File: src/rtl/fifo_buffer.sv
// fifo_buffer: synchronous FIFO placed after the 2:1 mux stage.
// Registered read data with one-cycle latency and zero output when no word is popped.
// Occupancy-based full/empty/almost flags and a sticky overflow/underflow error flag.
// Optional build macro FIFO_BUFFER_COUNT_EN adds a 'count' output that mirrors occupancy.
module fifo_buffer #(
    parameter int DATA_WIDTH   = 8,
    parameter int DEPTH        = 4,
    parameter int ALMOST_FULL  = 3,
    parameter int ALMOST_EMPTY = 1
) (
    input  logic                  clk,
    input  logic                  reset,
    input  logic [DATA_WIDTH-1:0] data_in,
    input  logic                  push,
    input  logic                  pop,
    output logic [DATA_WIDTH-1:0] data_out,
    output logic                  valid_out,
    output logic                  full,
    output logic                  empty,
    output logic                  almost_full,
    output logic                  almost_empty,
    output logic                  error
`ifdef FIFO_BUFFER_COUNT_EN
    ,
    output logic [$clog2(DEPTH):0] count
`endif
);

    localparam int AW = $clog2(DEPTH);
    localparam logic [AW:0] FULL_CNT  = (AW+1)'(DEPTH);
    localparam logic [AW:0] AF_CNT    = (AW+1)'(ALMOST_FULL);
    localparam logic [AW:0] AE_CNT    = (AW+1)'(ALMOST_EMPTY);

    // Storage is never reset; only the pointers and occupancy define validity.
    logic [DATA_WIDTH-1:0] mem [DEPTH];

    logic [AW-1:0]         wr_ptr_q, wr_ptr_d;
    logic [AW-1:0]         rd_ptr_q, rd_ptr_d;
    logic [AW:0]           occ_q, occ_d;
    logic [DATA_WIDTH-1:0] data_out_q, data_out_d;
    logic                  valid_out_q, valid_out_d;
    logic                  error_q, error_d;
    logic                  push_ok, pop_ok;

    // Status flags come straight from the occupancy register.
    assign full         = (occ_q == FULL_CNT);
    assign empty        = (occ_q == '0);
    assign almost_full  = (occ_q >= AF_CNT);
    assign almost_empty = (occ_q <= AE_CNT);

    assign data_out  = data_out_q;
    assign valid_out = valid_out_q;
    assign error     = error_q;

`ifdef FIFO_BUFFER_COUNT_EN
    assign count = occ_q;
`endif

    // Acceptance: a pop needs data; a push needs space, or a concurrent pop freeing
    // a slot when full. There is no empty bypass, so push+pop on empty only pushes.
    always_comb begin
        pop_ok  = pop && !empty;
        push_ok = push && (!full || pop);
    end

    // Next-state computation for pointers, occupancy, output register and error flag.
    always_comb begin
        wr_ptr_d    = wr_ptr_q;
        rd_ptr_d    = rd_ptr_q;
        occ_d       = occ_q;
        data_out_d  = '0;
        valid_out_d = 1'b0;
        error_d     = error_q;

        if (push_ok) begin
            wr_ptr_d = wr_ptr_q + 1'b1;
        end
        if (pop_ok) begin
            // Reads the pre-edge contents, so a full push+pop at the same slot
            // still returns the oldest word.
            data_out_d  = mem[rd_ptr_q];
            valid_out_d = 1'b1;
            rd_ptr_d    = rd_ptr_q + 1'b1;
        end

        if (push_ok && !pop_ok) begin
            occ_d = occ_q + 1'b1;
        end else if (pop_ok && !push_ok) begin
            occ_d = occ_q - 1'b1;
        end

        // Overflow: push while full without a pop. Underflow: pop while empty.
        if ((push && full && !pop) || (pop && empty)) begin
            error_d = 1'b1;
        end
    end

    // Memory write port; contents survive reset.
    always_ff @(posedge clk) begin
        if (push_ok) begin
            mem[wr_ptr_q] <= data_in;
        end
    end

    // Control state and registered outputs, cleared asynchronously by reset low.
    always_ff @(posedge clk or negedge reset) begin
        if (!reset) begin
            wr_ptr_q    <= '0;
            rd_ptr_q    <= '0;
            occ_q       <= '0;
            data_out_q  <= '0;
            valid_out_q <= 1'b0;
            error_q     <= 1'b0;
        end else begin
            wr_ptr_q    <= wr_ptr_d;
            rd_ptr_q    <= rd_ptr_d;
            occ_q       <= occ_d;
            data_out_q  <= data_out_d;
            valid_out_q <= valid_out_d;
            error_q     <= error_d;
        end
    end

endmodule

File: config.mk
export PLATFORM = sky130hd
export DESIGN_NAME = fifo_buffer
export DESIGN_NICKNAME = d
export VERILOG_FILES = /design/src/rtl/fifo_buffer.sv
export SDC_FILE = /design/constraint.sdc
export NUM_CORES = 1
export LEC_CHECK = 0
export CORE_MARGIN = 5
export CORE_UTILIZATION = 54
export DETAILED_ROUTE_END_ITERATION = 10
export GPL_ROUTABILITY_DRIVEN = 0
export PLACE_DENSITY_LB_ADDON = 0.15
export SLEW_MARGIN = 20
export SYNTH_ARGS = -nofsm -noshare
export SYNTH_HDL_FRONTEND = slang
export SYNTH_SLANG_ARGS = --single-unit
File: constraint.sdc
create_clock -name clk -period 2.09 [get_ports clk]
set_input_delay 0.209 -clock clk [delete_from_list [all_inputs] [get_ports clk]]
set_output_delay 0.209 -clock clk [all_outputs]
set_load 0.03 [all_outputs]
Word level (Yosys, flattened, before mapping). Memories as Yosys holds them, arrays and structs flattened. Index checks and enable logic that the tools add are counted.

Memories kept: 1. Logic and storage cells: 36. Output and inout bits: 14. Memory bits (writable): 32. Bits in registers: 17. Input port bits: 12.

Memory list: mem (words 4, width 8, rd ports 1, clocked after Yosys merged registers in 0, write ports 1, line 35) `logic [DATA_WIDTH-1:0] mem [DEPTH];`.

Muxes and demuxes: 6. Reduce and logical (&&, ||, !) cells: 16. Add/sub/neg operators: 4. Equal/unequal tests: 1. Order comparisons: 2.

Operators with widths (number): $mux W8 (1); $logic_and A1 B1 Y1 (7); $mux W3 (2); $logic_not A1 Y1 (5); $add A2 B1 Y2 const B (2); $add A3 B1 Y3 const B (1); $eq A3 B3 Y1 const B (1); $ge A3 B2 Y1 const B (1); $le A3 B1 Y1 const B (1); $logic_not A3 Y1 (1); $mux W1 (3); $sub A3 B1 Y3 const B (1); $logic_or A1 B1 Y1 (2); $reduce_bool A2 Y1 (1).

Logic depth before layout (Yosys ltp).
Word-level depth: 8. Depth in mapped cells: 8. Mapped depth without buffers: 8.

Worst setup path before layout. Ideal clock, no wire load.

Path type: register to register. Start: register occ_q[0]. End: register occ_q[2]. Path slack: 305 ps. Data required time: 2013 ps. Buffers on the path: 0. Clock period less this slack: 1785 ps. Data arrival time: 1708 ps. Cell stages (with the launch flop): 8. Library setup time: 77 ps. Path through: dfrtp_1 inv_1 ha_1 and2_4 a21boi_4 ha_1 o21bai_1 a21oi_1.

Cells in the longest elaborated chain, start to end: 7. Elaborated cells between the ends (all ways): 16. Those cells by class: add/sub: 2; eq/ne: 1; mux: 2; reduce/logical: 11.

RTL lines: from (decl) (line 39) `logic [AW:0] occ_q, occ_d;`; from (signal assigned) (line 110) `occ_q <= '0;`; from (signal assigned) (line 117) `occ_q <= occ_d;`; $eq A3 B3 Y1 (*) (line 46) `assign full = (occ_q == FULL_CNT);`; via full (line 18) `output logic full,`; $logic_not A1 Y1 (*) (line 63) `push_ok = push && (!full || pop);`; $logic_or A1 B1 Y1 (*) (line 63); $logic_and A1 B1 Y1 (*) (line 63); via push_ok (line 43) `logic push_ok, pop_ok;`; $logic_not A1 Y1 (line 88) `end else if (pop_ok && !push_ok) begin`; $logic_and A1 B1 Y1 (line 88); $reduce_bool A2 Y1 (no source line).

Mark *: on every way through the listed nets, which the timed path passes. The rest lies on a longest branch. The select of a mux whose other input is x is not followed. A chain may end at the register's enable or synchronous reset.

Final worst setup path.
Start: register occ_q[1]. End: output almost_empty.

Cells in the longest elaborated chain, start to end: 1.

RTL lines: $le A3 B1 Y1 (line 49) `assign almost_empty = (occ_q <= AE_CNT);`; to (decl) (line 21) `output logic almost_empty,`.

No other way between the ends.

==> summary.txt <==
Reg-to-reg critical path endpoint - mem[1][6]$_DFFE_PP_
Tcrit/Tclk final - 95.6%
Slack of the worst reg-to-reg path - 0.13 ns
Top post-synthesis cells by area - edfxtp_1 (48%), dfrtp_1 (21%), mux2i_1 (8.1%)
Most frequent cells in the layout - edfxtp_1 (32), clkdlybuf4s50_1 (22), dfrtp_1 (17)
Top FF cell, synth - edfxtp_1
Max-cap check violation count - 0
Clk slew on worst S/H paths - 0.08 ns
Psw - 1150 uW
Combinational Power Share - 39.4%
Largest area contributor in the netlist - edfxtp_1
Worst-path cell with the longest stage delay - clkdlybuf4s50_1
Vias in the first global route - 1117
Post-synth EDFFs - 32
Num Clock Sinks - 49
Worst Skew - 0.00522 ns
Mean post-synth cell area - 16.0 sq um
Total track usage - 14.5%
Vias per cell - 5.20
Synth cell types - 25
Pleak - 0.000969 uW
Commonest non-fill, non-tap cell in the layout - edfxtp_1
P_int - 2120 uW
Final WL - 3270 microns
First-pass GRT wire length - 5320 microns
Reg2reg path depth - 5
Via count - 1060
Delay-heaviest family, CP - buffers and inverters
Crit path capture type - primary output
Fmax - 501 MHz
Initial antenna violation count - 0
Drc violations - 0
Sequential-to-total area share from yosys stat - 69.7%
WL per Instance - 16.0 microns
Crit start category - flop
Yosys top cell area share - 48.3%
Layout cells sized above 1 - 8.97%
Clk buf depth - 2
Antenna cells - 0
Power Dens Cells - 1370 nW/um^2
Initial drt markers - 27
Final net count - 177
Post_cts resized - 3
WP buf/inv - 2
H-Tree Level Count - 2
Worst Tran Pin Value - 0.794 ns
FP Rows - 22
Worst reg2reg startpoint - occ_q[0]$_DFFE_PN0P_
Final setup fails - 0
Io pins - 26
Largest net degree at the start of global routing - 18
CP Max Fanout - 5
Die Ht - 70.7 microns
Hold_ws - 0.372 ns
Peak supply drop - 0.000771 V
Setup TNS - 0 ns
Largest stage delay, worst path - 0.67 ns
Net Count, Synth - 146
Max-slew headroom - 46.9%
Yosys reg bits - 49
Mapped Area - 1990 sq um
Hold Path Class - primary input to asynchronous set/reset pin
Port Buffers - 25
YS warnings - 0
Sw Share - 35.0%
Post-CTS setup buffer count - 0
Sequential power share - 43.6%
Required @ worst endpoint - 1.88 ns
Status - complete, no violations
Crit path kind - flop to primary output
Final Hold Vio Count - 0
Hold buffer count at cts - 0
Total grt overflow - 0
Clock power share - 17.0%
CP cell instances - inv_1 -> ha_1 -> a21oi_1 -> nor2_1 -> clkdlybuf4s50_1
Initial Util - 55.1%
DRT antenna net count - 0
Final Util - 66.1%
Cell count after synthesis - 124
RSZ-0062 raised after global routing - no
Tmin final - 2.00 ns
Clk_lat worst skew - 0.30 ns
Root Buffer - clkbuf_8
Max Slew Vio Count - 0
Syn-to-layout area delta - 19.9%
Dpl hpwl - 2410 microns
Horiz. Die Dim - 70.7 microns
Die area - 4990 sq um
TritonCTS clock tree - built
Num CTS Buffers - 5
Core area - 3610 sq um
Worst endpoint data arrival time - 1.79 ns
DR pass1 iterations - 4
Fraction of registers with async set/reset - 34.7%
power groups by stage:
stage / sequential (uW) / combinational (uW) / clock [uW]
global route: 1450 / 1410 / 620
global placement: 1440 / 1290 / 0
finish: 1430 / 1290 / 557
detailed placement: 1450 / 1330 / 0
floorplan: 1580 / 753 / 0
CTS: 1430 / 1310 / 577
synthesized netlist by cell type (3+ instances only):
master,n
edfxtp_1,32
dfrtp_1,17
mux2i_1,16
ha_1,10
inv_1,8
o22ai_1,8
and2_1,4
nand2_1,4
xnor2_1,4
a21oi_1,3
layout make-up:
class                      instances  area, sq um
timing repair buffer              27          262
tap                               48         60.1
multi-input combinational         64          552
inverter                           8         30.0
fill                             262         1220
clock inverter                     1         7.51
sequential                        49         1390
clock buffer                       7         86.3
logic make-up after synthesis:
logic type	after synthesis	share of synthesized area, %
flip-flops	49	69.7
adder cells (fa/ha/maj)	10	6.29
XOR/XNOR	5	2.20
multiplexers	17	8.81
AND/OR/NAND/NOR	16	4.85
buffers and inverters	11	2.52
AO/OA/AOI/OAI	16	5.60
per-layer routing:
metal  up-vias  share of wire, %  global-route usage [%]
li1        509                 -                       -
met4         0               1.7                    6.89
met1       508                42                    18.1
met5         -                 0                       0
met2        37                49                    23.0
met3         6               7.7                    4.97
flip-flops by register name, summed over array words and instances (netlist names):
name / flops
wr_ptr_q: 2
error: 1
mem: 32
data_out: 8
rd_ptr_q: 2
occ_q: 3
valid_out: 1
metrics by stage:
step,cells,power (uW),setup slack (ns),instance area (sq um)
finish,204,3270,0.0930,2380
global route,204,3480,0.00502,2380
CTS,204,3320,0.0746,2380
detailed placement,196,2780,0.138,2290
global placement,196,2720,0.224,2290
floorplan,124,2340,0.305,1990
worst register-to-register path, cell delays in order, from the launching register on:
cell	delay, ns
dfrtp_1	0.41
inv_1	0.10
ha_1	0.25
and2_4	0.18
a21boi_4	0.25
and2_1	0.42
worst max-delay path by stage:
stage,from,end,depth (start not counted)
after floorplan,occ_q[0]$_DFFE_PN0P_,occ_q[2]$_DFFE_PN0P_,7
after global placement,occ_q[0]$_DFFE_PN0P_,mem[0][1]$_DFFE_PP_,5
after detailed placement,occ_q[0]$_DFFE_PN0P_,mem[1][3]$_DFFE_PP_,5
after CTS,occ_q[1]$_DFFE_PN0P_,almost_empty,5
after global routing,occ_q[1]$_DFFE_PN0P_,almost_empty,5
final,occ_q[1]$_DFFE_PN0P_,almost_empty,5
No activity file was read; power rests on OpenSTA's default activity.
